===== src/rtl/lfsr_gen.sv =====
// Parametrised Fibonacci/Galois LFSR with seed load,
// all-zero lockup recovery and period tracking.
module lfsr_gen #(
  parameter int unsigned      WIDTH  = 8,
  parameter logic [WIDTH-1:0] FTAPS  = 8'h8E,
  parameter logic [WIDTH-1:0] GMASK  = 8'h1D,
  parameter logic [WIDTH-1:0] SEED   = 8'hBD,
  parameter bit               GALOIS = 1'b0
) (
  input  logic             clk,
  input  logic             rst_n,
  input  logic             en,
  input  logic             load,
  input  logic [WIDTH-1:0] seed_in,
  output logic [WIDTH-1:0] out,
  output logic             bit_out,
  output logic [WIDTH-1:0] cnt,
  output logic             wrap,
  output logic             lockup
);

  // A zero seed would recover straight back into lockup.
  if (SEED == '0) begin : g_bad_seed
    $error("lfsr_gen: SEED must be nonzero");
  end
  if (WIDTH < 3 || WIDTH > 32) begin : g_bad_width
    $error("lfsr_gen: WIDTH must be 3..32");
  end

  logic [WIDTH-1:0] start;
  logic [WIDTH-1:0] nxt;
  logic             fb;
  logic             zero;

  assign zero    = (out == '0);
  assign bit_out = out[WIDTH-1];

  // Next state for the selected LFSR form.
  always_comb begin
    fb  = ^(out & FTAPS);
    nxt = '0;
    if (GALOIS) begin
      nxt = {out[WIDTH-2:0], 1'b0}
          ^ ({WIDTH{out[WIDTH-1]}} & GMASK);
    end else begin
      nxt = {out[WIDTH-2:0], fb};
    end
  end

  // State, period start, step count and pulses.
  always_ff @(posedge clk) begin
    if (!rst_n) begin
      out    <= SEED;
      start  <= SEED;
      cnt    <= '0;
      wrap   <= 1'b0;
      lockup <= 1'b0;
    end else if (load) begin
      out    <= seed_in;
      start  <= seed_in;
      cnt    <= '0;
      wrap   <= 1'b0;
      lockup <= 1'b0;
    end else if (zero) begin
      out    <= SEED;
      start  <= SEED;
      cnt    <= '0;
      wrap   <= 1'b0;
      lockup <= 1'b1;
    end else if (en) begin
      out    <= nxt;
      lockup <= 1'b0;
      if (nxt == start) begin
        wrap <= 1'b1;
        cnt  <= '0;
      end else begin
        wrap <= 1'b0;
        cnt  <= cnt + WIDTH'(1);
      end
    end else begin
      wrap   <= 1'b0;
      lockup <= 1'b0;
    end
  end

endmodule


===== config.mk =====
export PLATFORM = sky130hd
export DESIGN_NAME = lfsr_gen
export DESIGN_NICKNAME = d
export VERILOG_FILES = /design/src/rtl/lfsr_gen.sv
export SDC_FILE = /design/constraint.sdc
export NUM_CORES = 1
export LEC_CHECK = 0
export ABC_AREA = 0
export BUFFER_PORTS_ARGS = -buffer_cell sky130_fd_sc_hd__buf_2
export CORE_ASPECT_RATIO = 1.2
export CORE_MARGIN = 2
export CORE_UTILIZATION = 51
export CTS_CLUSTER_DIAMETER = 100
export CTS_CLUSTER_SIZE = 16
export DETAILED_ROUTE_END_ITERATION = 12
export MAX_ROUTING_LAYER = met4
export PLACE_DENSITY = 0.87
export SYNTH_ARGS = -nofsm -noshare
export SYNTH_HDL_FRONTEND = slang
export SYNTH_SLANG_ARGS = --single-unit

===== constraint.sdc =====
create_clock -name clk -period 2.2 [get_ports clk]
set_clock_uncertainty 0.2 [all_clocks]
set_input_delay 0.11 -clock clk [delete_from_list [all_inputs] [get_ports clk]]
set_output_delay 0.11 -clock clk [all_outputs]
set_load 0.1 [all_outputs]

==> key figures <==
Status
  – Outcome: finished clean

Global route
  – Gr ovfl total: 0
  – Total routing usage reported by global routing: between 20% and 30%
  – Number of global-route vias before repair: between 1000 and 1500
  – Maximum number of pins on one net before global-route repair: 19
  – Global-route wire length before repair: between 4 and 5 mm
  – Number of antenna violations at the first check in global routing: 0

Floorplan
  – Count of pins on the block boundary: 31
  – Effective utilization at floorplan: about 53%
  – Area of the die: around 2800 µm²
  – Vertical die dimension: approximately 58 µm
  – Die extent in x: 48.6 µm
  – Core region area: 2280 µm²
  – Row count: 19

Clocking
  – Total setup buffers inserted after CTS: 0
  – Count of hold buffers inserted by post-cts repair: 10
  – Number of H-tree levels: 1
  – Clock root buffer: sky130_fd_sc_hd__clkbuf_4
  – Number of sinks on the clock net: 26
  – Clk pin slew, worst setup/hold paths: between 0.1 and 0.15 ns
  – Resized Gates After CTS: 0
  – CTS tree: built
  – Maximum clock insertion buffer count: 2
  – Clock latency at the later pin of the worst-skew pair: about 0.32 ns
  – Total CTS buffers: 3

Timing
  – Maximum clock frequency: 495 MHz
  – Slew HR: 66.7%
  – RSZ-0062 raised after global routing: no
  – Period utilisation layout: about nine tenths
  – Count of final setup violators: 0
  – Number of pins exceeding their max-slew limit in the final report: 0
  – Setup Total Neg Slack: 0 ns
  – Worst Setup Slack, final: about 0.18 ns
  – Slew at the pin closest to its max-slew limit: 0.504 ns
  – Final critical path time including I/O delays and setup: roughly 2 ns
  – Final hold vios: 0

Synth
  – Fraction of the mapped netlist area in adder cells: slightly above 2%
  – Dominant register cell in the synthesized netlist: sky130_fd_sc_hd__dfxtp_1
  – Synth Net Count: between 100 and 150
  – Synthesized instance count: around 130
  – Distinct cell type count of the synthesized netlist: 32
  – Count of flip-flops with a built-in enable after synthesis: 0
  – Proportion of register bits with asynchronous set or reset after synthesis: 0%
  – Mux share of post-synthesis cell area: under 10%
  – Register area share after synthesis: 42.8%
  – Count of state elements after synthesis: 26
  – Post-synthesis share of cell area spent on xor and xnor gates: between 10% and 20%
  – Post-synthesis compound-gate area fraction: roughly 16%
  – Simple-gate area share of the yosys netlist: around a fifth
  – Combinational family with the most area after synthesis: simple AND/OR/NAND/NOR gates
  – Number of synthesis warnings: 0
  – Netlist Area Pre-Place: about 1200 µm²
  – Synthesized area per cell: between 9 and 10 µm²

Critical path
  – Last element of the critical path: cnt[2]
  – Critical-path maximum fanout: 8
  – Startpoint of the most critical setup path: out[2]
  – Element type at the critical path end: flip-flop
  – Data required time at the worst endpoint: between 2 and 2.5 ns
  – Capturing point of the worst reg2reg path: cnt[2]
  – Worst reg-to-reg path cell count: 6
  – Path type of the worst setup path: flip-flop to flip-flop
  – Startpoint type of the worst setup path: flip-flop
  – Critical path data arrival time: approximately 2.0 ns
  – Reg2reg setup slack: about 0.18 ns
  – Start of the worst register-to-register path: out[2]

Place
  – Total of buffers placed on input and output ports: 30
  – Post-detailed-placement half-perimeter wirelength: approximately 2 mm
  – RePlAce Congestion: slightly above 0.8
  – Placement-stage worst setup slack: around 0.2 ns

Finish
  – Syn-to-layout area delta: 24.0%
  – Leading cell types in the layout, fill and taps excluded: sky130_fd_sc_hd__buf_2 (30), sky130_fd_sc_hd__dfxtp_1 (19), sky130_fd_sc_hd__xnor2_1 (13)
  – Proportion of layout cells with a drive suffix above 1: 29.1%
  – Final antenna diode count: 0
  – Seq. cell area: about 530 µm²
  – Net count reported at finish: between 150 and 200
  – Multi-input gate area: roughly 640 µm²
  – Most common cell after layout, fill and taps aside: sky130_fd_sc_hd__buf_2
  – Number of fillers in the final layout: between 200 and 250

Detailed routing
  – Per-cell routed wire length: 14.2 µm
  – DRC violation count after routing: 0
  – Total number of vias: ~1100
  – Total detailed-routing wirelength: between 2 and 3 mm
  – Post-route ant nets: 0
  – Number of DRC markers after the initial detailed-route iteration: 26
  – Vias per cell: between 5 and 6
  – Number of iterations in the first detailed-routing pass: 4

Flow run
  – Max-cap viol count: 0

Pwr
  – Peak supply drop: 0.000534 V
  – Power Density: ~660 nW/µm²
  – Standby leakage power: between 0.6 and 0.7 nW

Min path
  – Path class of the lowest-slack min-delay path: input port to flip-flop
critical path, cell delays in order, from the launching register on:
cell	delay (ns)
sky130_fd_sc_hd__dfxtp_4	0.39
sky130_fd_sc_hd__inv_1	0.04
sky130_fd_sc_hd__ha_1	0.31
sky130_fd_sc_hd__xnor2_1	0.27
sky130_fd_sc_hd__xnor3_1	0.32
sky130_fd_sc_hd__nor3_4	0.29
sky130_fd_sc_hd__nor3_1	0.10
logic make-up after synthesis:
kind of cell | count (synthesis)
AO/OA/AOI/OAI | 27
buffers and inverters | 10
XOR/XNOR | 17
AND/OR/NAND/NOR | 42
flip-flops | 26
adder cells (fa/ha/maj) | 2
multiplexers | 3
Yosys cell counts, types with 2 or more instances:
| cell | instances | area share, % |
|---|---|---|
| sky130_fd_sc_hd__nor2_1 | 9 | 2.8 |
| sky130_fd_sc_hd__buf_2 | 2 | 0.82 |
| sky130_fd_sc_hd__inv_1 | 3 | 0.92 |
| sky130_fd_sc_hd__a21oi_1 | 4 | 1.6 |
| sky130_fd_sc_hd__buf_4 | 2 | 1.2 |
| sky130_fd_sc_hd__mux2i_1 | 3 | 2.5 |
| sky130_fd_sc_hd__nor3_1 | 11 | 4.5 |
| sky130_fd_sc_hd__o211ai_1 | 3 | 1.8 |
| sky130_fd_sc_hd__nand2_1 | 9 | 2.8 |
| sky130_fd_sc_hd__xnor2_1 | 13 | 9.4 |
| sky130_fd_sc_hd__nor2b_1 | 3 | 1.5 |
| sky130_fd_sc_hd__ha_1 | 2 | 2.1 |
| sky130_fd_sc_hd__a21o_1 | 3 | 1.8 |
| sky130_fd_sc_hd__o21a_1 | 3 | 1.8 |
| sky130_fd_sc_hd__dfxtp_1 | 26 | 43 |
| sky130_fd_sc_hd__nand4_1 | 4 | 2.1 |
| sky130_fd_sc_hd__a22oi_1 | 2 | 1.2 |
| sky130_fd_sc_hd__a22o_1 | 3 | 2.2 |
| sky130_fd_sc_hd__o21ai_0 | 5 | 2.1 |
| sky130_fd_sc_hd__or2_2 | 3 | 1.5 |
| sky130_fd_sc_hd__xor2_1 | 3 | 2.2 |
where the power goes:
part	switching [W]	total, W	internal (W)
combinational	0.000185	0.000270	0.0000857
sequential	0.0000308	0.000526	0.000495
clock	0.000141	0.000207	0.0000665
cell type report:
class                   count  share of cell area [%]
flip-flops and latches     26                    35.4
clock buffers               3                    1.49
inverters                   3                   0.746
clock inverters             1                   0.249
multi-input cells          91                    42.5
well taps                  31                    2.57
repair buffers             41                    17.1
metal layers:
layer | part of all wire (%) | up-vias | GRT usage, %
met2 | 51 | 55 | 36.8
li1 | - | 524 | -
met3 | 7.5 | 10 | 4.19
met4 | 3.1 | 0 | 12.7
met1 | 38 | 512 | 25.3
met5 | 0 | - | -
worst min path at each step:
stage / from / to / slack [ns] / depth (start not counted)
final: en / cnt[0] / 0.04 / 3
after detailed placement: rst_n / start[4] / 0.19 / 2
after floorplan: seed_in[6] / start[6] / 0.07 / 2
after global placement: seed_in[6] / start[6] / 0.18 / 3
after global routing: en / cnt[0] / 0.04 / 3
after CTS: en / cnt[0] / 0.03 / 3
per-stage QoR:
step	cells	instance area [µm²]	utilization (%)	total power, W	hold slack (ns)
2_1_floorplan	127	1230	-	0.000746	0.0716
3_3_place_gp	182	1380	60.6	0.000783	0.180
3_5_place_dp	182	1380	60.6	0.000792	0.188
4_1_cts	196	1510	66.2	0.00101	0.0317
5_1_grt	196	1510	66.2	0.00105	0.0440
6_report	196	1510	66.2	0.00100	0.0373
flip-flops by register name, indices dropped and copies added, names as in the netlist:
name    cells
cnt         8
lockup      1
out         8
wrap        1
start       8
Note: power is estimated with default switching activity, not from simulation.
